`src/rtl/oc8051_int_ctrl_if.sv`:
```
// Interrupt request handshake between the interrupt controller and the
// instruction-select stage.
// Signals:
//   intr  - one-cycle interrupt request (controller -> select stage)
//   int_v - vector low byte, valid from intr until ack
//   ack   - one-cycle strobe once the inserted LCALL is consumed
interface oc8051_int_ctrl_if;
    logic       intr;
    logic [7:0] int_v;
    logic       ack;

    modport master (
        output intr,
        output int_v,
        input  ack
    );

    modport slave (
        input  intr,
        input  int_v,
        output ack
    );
endinterface

```
`src/rtl/oc8051_int_ctrl.sv`:
```
// 8051 interrupt controller: IE/IP arbitration of five sources with
// two-level nesting, a single outstanding request, and flag-clear strobes.
// Ports:
//   clk, rst                  - clock, synchronous active-high reset
//   ie, ip                    - IE / IP SFR values
//   ie0, tf0, ie1, tf1, ri_ti - pending flags
//   reti                      - RETI executed strobe
//   bus                       - request handshake (intr, int_v, ack)
//   clr_ie0..clr_tf1          - one-cycle hardware clear strobes
module oc8051_int_ctrl (
    input  logic       clk,
    input  logic       rst,
    input  logic [7:0] ie,
    input  logic [7:0] ip,
    input  logic       ie0,
    input  logic       tf0,
    input  logic       ie1,
    input  logic       tf1,
    input  logic       ri_ti,
    input  logic       reti,
    oc8051_int_ctrl_if.master bus,
    output logic       clr_ie0,
    output logic       clr_tf0,
    output logic       clr_ie1,
    output logic       clr_tf1
);

    typedef enum logic {
        IDLE,
        WAIT_ACK
    } state_t;

    state_t     state;
    state_t     state_nxt;
    logic       isr_hi;
    logic       isr_lo;
    logic [4:0] flags;
    logic [4:0] en;
    logic [4:0] hi_req;
    logic [4:0] lo_req;
    logic [4:0] pick;
    logic [2:0] win;
    logic       win_hi;
    logic       fire;

    // Bit index doubles as the priority rank: 0 = IE0 (highest) .. 4 = serial.
    always_comb begin
        flags  = {ri_ti, tf1, ie1, tf0, ie0};
        en     = flags & ie[4:0] & {5{ie[7]}};
        hi_req = en & ip[4:0] & {5{~isr_hi}};
        lo_req = en & ~ip[4:0] & {5{~isr_hi & ~isr_lo}};
        win_hi = |hi_req;
        pick   = win_hi ? hi_req : lo_req;
        win    = 3'd0;
        // Scan downward so the lowest set bit wins.
        for (int i = 4; i >= 0; i--) begin
            if (pick[i]) begin
                win = 3'(i);
            end
        end
    end

    always_comb begin
        state_nxt = state;
        fire      = 1'b0;
        case (state)
            IDLE: begin
                if ((|pick) && !reti) begin
                    fire      = 1'b1;
                    state_nxt = WAIT_ACK;
                end
            end
            WAIT_ACK: begin
                if (bus.ack) begin
                    state_nxt = IDLE;
                end
            end
            default: state_nxt = IDLE;
        endcase
    end

    always_ff @(posedge clk) begin
        if (rst) begin
            state <= IDLE;
        end else begin
            state <= state_nxt;
        end
    end

    always_ff @(posedge clk) begin
        if (rst) begin
            bus.intr  <= 1'b0;
            bus.int_v <= 8'h00;
            clr_ie0   <= 1'b0;
            clr_tf0   <= 1'b0;
            clr_ie1   <= 1'b0;
            clr_tf1   <= 1'b0;
            isr_hi    <= 1'b0;
            isr_lo    <= 1'b0;
        end else begin
            bus.intr <= fire;
            clr_ie0  <= fire && (win == 3'd0);
            clr_tf0  <= fire && (win == 3'd1);
            clr_ie1  <= fire && (win == 3'd2);
            clr_tf1  <= fire && (win == 3'd3);
            if (fire) begin
                // Vectors are 0x03 + 8*rank.
                bus.int_v <= {2'b00, win, 3'b011};
            end
            // fire is suppressed while reti is high, so these never collide.
            if (reti) begin
                if (isr_hi) begin
                    isr_hi <= 1'b0;
                end else begin
                    isr_lo <= 1'b0;
                end
            end else if (fire) begin
                if (win_hi) begin
                    isr_hi <= 1'b1;
                end else begin
                    isr_lo <= 1'b1;
                end
            end
        end
    end

endmodule

```
`src/flat_wrapper.sv`:
```
// flat-port wrapper written by rule: the top's interface ports become plain ports
module oc8051_int_ctrl_flat 
  (clk, rst, ie, ip, ie0, tf0, ie1, tf1, ri_ti, reti, clr_ie0, clr_tf0, clr_ie1, clr_tf1, bus_intr, bus_int_v, bus_ack);
  oc8051_int_ctrl_if bus_i ();
  input  logic clk;
  input  logic rst;
  input  logic [7:0] ie;
  input  logic [7:0] ip;
  input  logic ie0;
  input  logic tf0;
  input  logic ie1;
  input  logic tf1;
  input  logic ri_ti;
  input  logic reti;
  output logic clr_ie0;
  output logic clr_tf0;
  output logic clr_ie1;
  output logic clr_tf1;
  output wire logic [$bits(bus_i.intr)-1:0] bus_intr;
  output wire logic [$bits(bus_i.int_v)-1:0] bus_int_v;
  input wire logic [$bits(bus_i.ack)-1:0] bus_ack;
  assign bus_intr = bus_i.intr;
  assign bus_int_v = bus_i.int_v;
  assign bus_i.ack = bus_ack;
  oc8051_int_ctrl u_core (.clk(clk), .rst(rst), .ie(ie), .ip(ip), .ie0(ie0), .tf0(tf0), .ie1(ie1), .tf1(tf1), .ri_ti(ri_ti), .reti(reti), .bus(bus_i), .clr_ie0(clr_ie0), .clr_tf0(clr_tf0), .clr_ie1(clr_ie1), .clr_tf1(clr_tf1));
endmodule
```
`config.mk`:
```
export PLATFORM = sky130hd
export DESIGN_NAME = oc8051_int_ctrl_flat
export DESIGN_NICKNAME = d
export VERILOG_FILES = /design/src/rtl/oc8051_int_ctrl_if.sv /design/src/rtl/oc8051_int_ctrl.sv /design/src/flat_wrapper.sv
export SDC_FILE = /design/constraint.sdc
export NUM_CORES = 1
export LEC_CHECK = 0
export BUFFER_PORTS_ARGS = -buffer_cell sky130_fd_sc_hd__buf_2
export CAP_MARGIN = 20
export CORE_MARGIN = 8
export CORE_UTILIZATION = 47
export DETAILED_ROUTE_END_ITERATION = 16
export PLACE_DENSITY = 0.82
export SYNTH_ARGS = -nofsm -noshare
export SYNTH_HDL_FRONTEND = slang
export SYNTH_SLANG_ARGS = --single-unit
export TNS_END_PERCENT = 50
```
`constraint.sdc`:
```
create_clock -name clk -period 3.4 [get_ports clk]
set_input_delay 0.68 -clock clk [delete_from_list [all_inputs] [get_ports clk]]
set_output_delay 0.68 -clock clk [all_outputs]
set_load 0.01 [all_outputs]
```
==> flow_summary.yaml, run 1 <==
finish:
  layout_commonest_cell: "buf_2"
  instances_no_fill: 128
  regArea_um2: 240
  layout_common_cells: "29 x buf_2, 12 x dfxtp_1, 6 x a21oi_1, 5 x nand2_1"
  postLayoutCoreUtil_pct: 61.0
  multi_input_area_um2: 480
  area_growth_pct: 21.3
  nets: 139
  nFillCells: 130
  antennaDiodeCount: 0
  drive_gt1_share_pct: 40.2
clock_tree:
  cts_tree: "yes"
  post_cts_resized: 0
  cts_buffer_depth: 2
  clock_sinks: 12
  path_clk_slew_ns: 0.07
  ctsHoldBuffers: 0
  numCtsBuffers: 3
  post_cts_buffers: 0
  root_buffer: "clkbuf_4"
  clock_latency_ns: 0.26
  htree_levels: 1
pwr:
  power.internal_mw: 0.226
  p_comb_share_pct: 26.1
  finalPower_mw: 0.317
  p_sw_share_pct: 28.7
  p_sw_mw: 0.0910
  peakVddDrop_mv: 0.273
  clkPwrFrac_pct: 26.0
  powerDensity_nw_per_um2: 345
  p_seq_share_pct: 47.8
  p_leak_nw: 0.415
floorplanning:
  initial_core_util_pct: 50.3
  std_cell_rows: 14
  die_area_um2: 3150
  die_h_um: 56.2
  io_pins: 38
  coreArea_um2: 1510
  die_x_um: 56.2
worst_setup_path:
  arrival_ns: 2.12
  cp_top_family: "simple AND/OR/NAND/NOR gates"
  critical_path_class: "input port to flop"
  rrSetupSlack_ns: 1.63
  path_max_fanout: 5
  crit_required_ns: 3.58
  critPathSlowestCell: "or4b_4"
  rr_endpoint: "u_core.clr_tf1"
  critPathBufInv: 1
  critPathMaxStageDelay_ns: 0.51
  cp-start-kind: "input port"
  cp-end-kind: "flop"
  path_cells: "buf_2 > and3_4 > a211oi_2 > a31oi_1 > or4b_4 > a311oi_1"
  r2r_cells: 5
  timing.rr.start: "u_core.isr_hi"
timing:
  fin_crit_sh_pct: 57.3
  period_minus_slack_ns: 1.95
  max_freq_ghz: 0.513
  final_max_slew_viol_count: 0
  setup_violations: 0
  finalSetupTns_ns: 0
  finalHoldViolCount: 0
  grt_setup_unrepaired: "no"
  layout_setup_ws_ns: 1.45
  clock-skew-final_ns: 0.00201
detailed_routing:
  routedWlPerCell_um: 14.1
  via_count: 720
  vias_per_cell: 5.63
  drt-pass1-iter-count: 4
  antenna_left: 0
  drc: 0
  drt-initial-drc-count: 11
  finalWirelength_mm: 1.81
min_path:
  min_path_type: "flop to flop"
  worstHoldPathCells: 2
  holdPathEnd: "u_core.bus.int_v[1]"
  min_from: "u_core.bus.int_v[1]"
logic_synthesis:
  muxShareOfSynthArea_pct: 1.32
  synthesis.area_um2: 758
  synth_adder_area_share_pct: 0
  synth_simple_gate_area_share_pct: 31.4
  synthCells: 83
  yosys_warnings: 0
  avgSynthCellArea_um2: 9.14
  synth_top_family_by_area: "simple AND/OR/NAND/NOR gates"
  synth-seq-cells: 12
  yosysSeqAreaShare_pct: 31.7
  synth_xor_area_share_pct: 0
  synth_cell_type_count: 41
  synth_compound_area_share_pct: 29.2
flow_run:
  drv_cap: 0
place:
  detailedPlace.worstSlack_ns: 1.18
  io_buffers: 29
  dp.cells: 125
  place.detailed.hpwl_mm: 1.50
  gp_congestion: 0.839
global_routing:
  grt_pass1_wl_mm: 3.00
  grt_max_degree: 13
  grt_pass1_vias: 701
  antenna_found_initial: 0
  grt-ovfl-total: 0
  grt_use_total_pct: 11.1
status:
  outcome: "complete, no violations"
-- per-layer routing --
metal / part of all wire [%] / up-vias / global-route usage [%]
met5: 0 / - / 0
met4: 1.1 / 0 / 2.06
met3: 4.8 / 2 / 5.25
met2: 52 / 19 / 19.8
met1: 42 / 324 / 11.5
li1: - / 375 / -
-- how the worst max path moves through the flow --
stage                from             end  slack (ns)  depth (start not counted)
floorplan           ip[4]  u_core.clr_tf1        1.38                          5
global placement    ip[4]  u_core.clr_tf1        1.21                          6
detailed placement  ri_ti  u_core.clr_tf1        1.18                          6
CTS                 ri_ti  u_core.clr_tf1        1.46                          6
global route        ri_ti  u_core.clr_tf1        1.35                          6
finish              ri_ti  u_core.clr_tf1        1.45                          6
-- kinds of logic after synthesis --
logic type / after synthesis
muxes: 1
buffers and inverters: 8
DFF: 12
other: 1
and+or+nand+nor: 34
AOI/OAI and AO/OA: 27
-- worst min-delay path, cell delays in order (launching register included) --
cell and delay (ns):
dfxtp_1 0.32, inv_1 0.05, a21oi_1 0.05
-- state kept, by name, indices dropped and copies added (netlist names) --
| signal | flops |
|---|---|
| u_core.bus.int_v | 4 |
| u_core.bus.intr | 1 |
| u_core.clr_ie0 | 1 |
| u_core.clr_ie1 | 1 |
| u_core.clr_tf0 | 1 |
| u_core.clr_tf1 | 1 |
| u_core.isr_hi | 1 |
| u_core.isr_lo | 1 |
| u_core.state | 1 |
-- area by class of cell --
class,count,area share [%]
multi-input combinational,65,52.2
sequential,12,26.1
timing repair buffer,29,15.8
clock buffer,3,2.45
tap,16,2.18
inverter,3,1.22
-- per-stage QoR --
stage               area, um^2  hold slack [ns]
CTS                        920            0.459
global placement           897            0.442
floorplan                  766            0.462
detailed placement         897            0.449
finish                     920            0.459
global route               920            0.486
-- power groups by stage --
| stage | clock, mW | combinational [mW] | sequential [mW] |
|---|---|---|---|
| global placement | 0 | 0.0792 | 0.154 |
| CTS | 0.0842 | 0.0825 | 0.152 |
| floorplan | 0 | 0.0555 | 0.157 |
| global route | 0.0885 | 0.0912 | 0.153 |
| detailed placement | 0 | 0.0823 | 0.155 |
| finish | 0.0825 | 0.0828 | 0.152 |
-- Yosys cell counts --
| library cell | number | area share [%] |
|---|---|---|
| dfxtp_1 | 12 | 32 |
| a21oi_1 | 6 | 4.0 |
| nand2_1 | 5 | 2.5 |
| a31oi_1 | 4 | 3.3 |
| buf_4 | 4 | 4.0 |
| nand3_1 | 4 | 2.6 |
| nor2_1 | 4 | 2.0 |
| inv_1 | 3 | 1.5 |
| nand3b_1 | 3 | 3.0 |
| a41oi_1 | 2 | 2.3 |
| and3_1 | 2 | 1.6 |
| nand2b_1 | 2 | 1.6 |
| nand4b_1 | 2 | 2.3 |
| nor3_1 | 2 | 1.3 |
| o21ai_2 | 2 | 2.3 |
| a211oi_1 | 1 | 0.99 |
| a211oi_2 | 1 | 1.6 |
| a21bo_1 | 1 | 1.3 |
| a21boi_2 | 1 | 1.5 |
| a21o_4 | 1 | 2.0 |
| a2bb2o_1 | 1 | 1.3 |
| a2bb2oi_2 | 1 | 2.0 |
| a311o_1 | 1 | 1.3 |
| a311oi_1 | 1 | 1.2 |
| a31o_1 | 1 | 1.2 |
| a32o_1 | 1 | 1.3 |
| and2b_2 | 1 | 1.2 |
| and3_4 | 1 | 1.5 |
| clkbuf_1 | 1 | 0.49 |
| conb_1 | 1 | 0.49 |
| mux2i_1 | 1 | 1.3 |
| nor2b_1 | 1 | 0.83 |
| nor4_1 | 1 | 0.83 |
| nor4_2 | 1 | 1.6 |
| nor4_4 | 1 | 2.8 |
| o21a_1 | 1 | 0.99 |
| o21ai_0 | 1 | 0.66 |
| or2b_2 | 1 | 1.2 |
| or3b_1 | 1 | 1.2 |
| or3b_4 | 1 | 1.5 |
| or4b_4 | 1 | 1.8 |
Note: power is estimated with default switching activity, not from simulation.
==> run 2: changes to the inputs <==
CORE_UTILIZATION = 44   (was 47)
PLACE_DENSITY = 0.77   (was 0.82)
clock period = 1.95 ns   (was 3.4 ns; I/O delays follow)
==> run 2 against run 1 <==
Sequential cell count is the same; first-iteration DRC count grew 27%; via count grew 6.1%; hold slack lost 0.13 ns; global-route usage shrank 0.29 points; combinational power grew 79%; die area grew 4.8%; clock skew grew 0.0010 ns; core utilization shrank 4.2 points; final area grew 3.3%; critical endpoint unchanged; largest cell class unchanged.
==> flow_summary.yaml, run 2 (synthesis gave the netlist of run 1 again) <==
status:
  outcome: "complete, no violations"
worst_setup_path:
  critical_path_class: "flop to flop"
  r2r_cells: 5
  rr_endpoint: "u_core.clr_tf1"
  critPathMaxStageDelay_ns: 0.49
  cp-end-kind: "flop"
  arrival_ns: 1.93
  timing.rr.start: "u_core.isr_hi"
  critPathBufInv: 0
  path_max_fanout: 7
  path_cells: "or2b_2 > a21o_4 > a21boi_2 > or4b_4 > a311oi_1"
  cp_top_family: "simple AND/OR/NAND/NOR gates"
  crit_required_ns: 2.14
  cp-start-kind: "flop"
  critPathSlowestCell: "or4b_4"
  rrSetupSlack_ns: 0.21
finish:
  layout_commonest_cell: "buf_2"
  stdcell_area_um2: 950
  largest_reg_flops: 4
  area_growth_pct: 25.2
  top_register: "u_core.bus.int_v"
  nets: 141
  layout_common_cells: "29 x buf_2, 12 x dfxtp_1, 6 x a21oi_1, 5 x nand2_1"
  antennaDiodeCount: 0
  drive_gt1_share_pct: 41.7
floorplanning:
  die_x_um: 57.5
  die_area_um2: 3310
  die_h_um: 57.5
  initial_core_util_pct: 45.4
  std_cell_rows: 15
  io_pins: 38
  coreArea_um2: 1670
timing:
  hold_slack_ns: 0.326
  period_minus_slack_ns: 1.74
  grt_setup_unrepaired: "no"
  clock-skew-final_ns: 0.00301
  final_max_slew_viol_count: 0
  max_freq_ghz: 0.574
  layout_setup_ws_ns: 0.209
  fin_crit_sh_pct: 89.3
  finalHoldViolCount: 0
  finalSetupTns_ns: 0
  setup_violations: 0
global_routing:
  grt_pass1_vias: 736
  grt_max_degree: 13
  grt_use_total_pct: 10.8
  grt-ovfl-total: 0
  grt_pass1_wl_mm: 2.93
  antenna_found_initial: 0
clock_tree:
  root_buffer: "clkbuf_4"
  cts_buffer_depth: 2
  ctsHoldBuffers: 0
  cts_tree: "yes"
  clock_latency_ns: 0.27
  post_cts_buffers: 0
  numCtsBuffers: 3
  htree_levels: 1
  post_cts_resized: 0
  path_clk_slew_ns: 0.08
  clock_sinks: 12
place:
  gp_congestion: 0.839
  post_dp_cell_area_um2: 913
  place.detailed.hpwl_mm: 1.53
  detailedPlace.worstSlack_ns: 0.0462
  io_buffers: 29
detailed_routing:
  finalWirelength_mm: 1.81
  drt-initial-drc-count: 14
  drc: 0
  routedWlPerCell_um: 13.7
  vias_per_cell: 5.79
  via_count: 764
  drt-pass1-iter-count: 4
  antenna_left: 0
min_path:
  worstHoldPathCells: 2
  min_from: "reti"
  holdPathEnd: "u_core.isr_hi"
  min_path_type: "input port to flop"
pwr:
  p_seq_share_pct: 43.5
  peakVddDrop_mv: 0.258
  finalPower_mw: 0.608
  power.internal_mw: 0.439
  powerDensity_nw_per_um2: 640
  p_comb_share_pct: 24.4
  p_sw_share_pct: 27.8
  clkPwrFrac_pct: 32.1
  p_sw_mw: 0.169
  p_leak_nw: 0.432
flow_run:
  drv_cap: 0
## run 2: changes by cell type in the layout (fill, tap and decap cells not counted)
| cell | change |
|---|---|
| buf_4 | +2 |
| clkbuf_8 | +1 |
## run 2: worst max-delay path by stage
stage / startpoint / to / slack [ns] / cells after the start
6_report: u_core.isr_hi / u_core.clr_tf1 / 0.21 / 5
5_1_grt: u_core.isr_hi / u_core.clr_tf1 / 0.1 / 5
4_1_cts: u_core.isr_hi / u_core.clr_tf1 / 0.20 / 5
3_5_place_dp: ri_ti / u_core.clr_tf1 / 0.05 / 6
3_3_place_gp: ip[4] / u_core.clr_tf1 / 0.09 / 6
2_1_floorplan: ip[4] / u_core.clr_tf1 / 0.22 / 5
## run 2: per-layer routing
| layer | share of wire [%] | GRT usage, % | up-vias | wire length [um] |
|---|---|---|---|---|
| met5 | 0 | 0 | - | 0 |
| met4 | 0 | 7.14 | 0 | 0 |
| met3 | 5.0 | 2.02 | 0 | 91 |
| met2 | 56 | 20.1 | 22 | 1020 |
| met1 | 39 | 10.5 | 364 | 705 |
| li1 | - | - | 378 | - |
## run 2: per-stage QoR
stage	std cells	util [%]
after CTS	132	56.9
after global routing	132	56.9
after detailed placement	128	54.7
after global placement	128	54.7
after floorplan	85	-
final	132	56.9
## run 2: final cells by class
cell class | count | area [um^2]
Fill cell | 157 | 721
Multi-Input combinational cell | 65 | 480
Sequential cell | 12 | 240
Timing Repair Buffer | 31 | 160
Clock buffer | 4 | 36.3
Tap cell | 17 | 21.3
Inverter | 3 | 11.3
## run 2: worst register-to-register path: stages, from the launching register on
cell	delay, ns
dfxtp_1	0.45
or2b_2	0.20
a21o_4	0.12
a21boi_2	0.20
or4b_4	0.50
a311oi_1	0.19
## run 2: power groups by stage
stage | sequential [mW] | clock [mW] | combinational (mW)
2_1_floorplan | 0.273 | 0 | 0.0968
3_3_place_gp | 0.269 | 0 | 0.143
3_5_place_dp | 0.270 | 0 | 0.148
4_1_cts | 0.264 | 0.197 | 0.148
5_1_grt | 0.266 | 0.208 | 0.162
6_report | 0.264 | 0.195 | 0.148
==> run 3: changes to the inputs <==
CORE_UTILIZATION = 46   (was 44)
CTS_BUF_LIST = sky130_fd_sc_hd__clkbuf_4   (was default)
PLACE_DENSITY = 0.8   (was 0.77)
==> run 3 against run 2 <==
Final area shrank 2.0%; wire length shrank 6.2%; maximum frequency increased by 1.4%; highest routed layer unchanged.
==> flow_summary.yaml, run 3 (synthesis gave the netlist of run 1 again) <==
place:
  io_buffers: 29
  detailedPlace.worstSlack_ns: 0.0441
  place.detailed.hpwl_mm: 1.44
  gp_congestion: 0.824
  post_dp_cell_area_um2: 905
finish:
  antennaDiodeCount: 0
  multi_input_area_um2: 480
  largest_reg_flops: 4
  regArea_um2: 240
  layout_commonest_cell: "buf_2"
  area_growth_pct: 22.8
  stdcell_area_um2: 931
  layout_common_cells: "29 x buf_2, 12 x dfxtp_1, 6 x a21oi_1, 5 x nand2_1"
  drive_gt1_share_pct: 40.4
  nFillCells: 138
  top_register: "u_core.bus.int_v"
  nets: 140
global_routing:
  grt-ovfl-total: 0
  grt_use_total_pct: 10.7
  grt_pass1_vias: 720
  antenna_found_initial: 0
  grt_max_degree: 13
  grt_pass1_wl_mm: 2.86
timing:
  setup_violations: 0
  final_max_slew_viol_count: 0
  clock-skew-final_ns: 0.00572
  finalSetupTns_ns: 0
  max_freq_ghz: 0.582
  grt_setup_unrepaired: "no"
  fin_crit_sh_pct: 88.1
  period_minus_slack_ns: 1.72
  layout_setup_ws_ns: 0.233
  finalHoldViolCount: 0
floorplanning:
  die_x_um: 56.6
  std_cell_rows: 14
  die_area_um2: 3200
  io_pins: 38
  die_h_um: 56.6
  coreArea_um2: 1520
  initial_core_util_pct: 49.8
worst_setup_path:
  timing.rr.start: "u_core.isr_hi"
  cp-start-kind: "flop"
  crit_required_ns: 2.15
  rrSetupSlack_ns: 0.23
  critPathSlowestCell: "or3b_4"
  cp-end-kind: "flop"
  rr_endpoint: "u_core.isr_lo"
  crit_path_start: "u_core.isr_hi"
  path_max_fanout: 7
  critical_path_class: "flop to flop"
  arrival_ns: 1.92
  r2r_cells: 5
  cp_top_family: "simple AND/OR/NAND/NOR gates"
  critPathBufInv: 0
  critPathMaxStageDelay_ns: 0.45
  path_cells: "or3b_4 > a31oi_1 > a31o_1 > or3b_1 > a21oi_1"
clock_tree:
  clock_latency_ns: 0.27
  clock_sinks: 12
  ctsHoldBuffers: 0
  numCtsBuffers: 3
  post_cts_buffers: 0
  htree_levels: 1
  post_cts_resized: 0
  cts_buffer_depth: 2
  root_buffer: "clkbuf_4"
  cts_tree: "yes"
  path_clk_slew_ns: 0.07
detailed_routing:
  drc: 0
  antenna_left: 0
  finalWirelength_mm: 1.70
  via_count: 731
  routedWlPerCell_um: 13.1
  drt-initial-drc-count: 13
  vias_per_cell: 5.62
  drt-pass1-iter-count: 4
min_path:
  min_path_type: "input port to flop"
  holdPathEnd: "u_core.isr_hi"
  worstHoldPathCells: 2
  min_from: "reti"
status:
  outcome: "complete, no violations"
pwr:
  peakVddDrop_mv: 0.427
  powerDensity_nw_per_um2: 602
  power.internal_mw: 0.397
  finalPower_mw: 0.561
  p_sw_share_pct: 29.1
  clkPwrFrac_pct: 27.4
  p_comb_share_pct: 25.5
  p_sw_mw: 0.163
  p_seq_share_pct: 47.1
  p_leak_nw: 0.422
flow_run:
  drv_cap: 0
[run 3: worst max path at each step]
stage	endpoint	depth (start not counted)	slack, ns
after detailed placement	u_core.clr_tf1	6	0.04
after CTS	u_core.bus.int_v[4]	5	0.23
after floorplan	u_core.clr_tf1	5	0.22
after global placement	u_core.clr_tf1	6	0.05
final	u_core.isr_lo	5	0.23
after global routing	u_core.clr_tf1	5	0.14
[run 3: worst register-to-register path: cells and delay by family, from the launching register on]
| kind | cells | cell delay, ns |
|---|---|---|
| AOI/OAI and AO/OA | 3 | 0.48 |
| DFF | 1 | 0.37 |
| and+or+nand+nor | 2 | 0.80 |
[run 3: power groups by stage]
stage,Combinational [mW],Clock [mW],Sequential [mW]
5_1_grt,0.158,0.174,0.266
3_5_place_dp,0.144,0,0.270
3_3_place_gp,0.139,0,0.269
2_1_floorplan,0.0968,0,0.273
4_1_cts,0.144,0.157,0.264
6_report,0.143,0.153,0.264
[run 3: final cells by class]
| class | instances | area share, % |
|---|---|---|
| timing repair buffer | 30 | 16.4 |
| clock inverter | 1 | 0.403 |
| clock buffer | 3 | 2.42 |
| multi-input combinational | 65 | 51.6 |
| tap | 16 | 2.15 |
| inverter | 3 | 1.21 |
| sequential | 12 | 25.8 |
[run 3: metal layers]
layer | share of wire [%] | track usage, % | vias up
met2 | 53 | 18.7 | 17
met3 | 6.5 | 6.07 | 0
li1 | - | - | 374
met5 | 0 | 0 | -
met1 | 41 | 10.7 | 340
met4 | 0 | 2.75 | 0
[run 3: through the flow]
| step | utilization (%) | hold slack, ns | cells |
|---|---|---|---|
| 2_1_floorplan | - | 0.462 | 85 |
| 3_3_place_gp | 59.4 | 0.443 | 126 |
| 3_5_place_dp | 59.4 | 0.472 | 126 |
| 4_1_cts | 61.1 | 0.313 | 130 |
| 5_1_grt | 61.1 | 0.303 | 130 |
| 6_report | 61.1 | 0.326 | 130 |
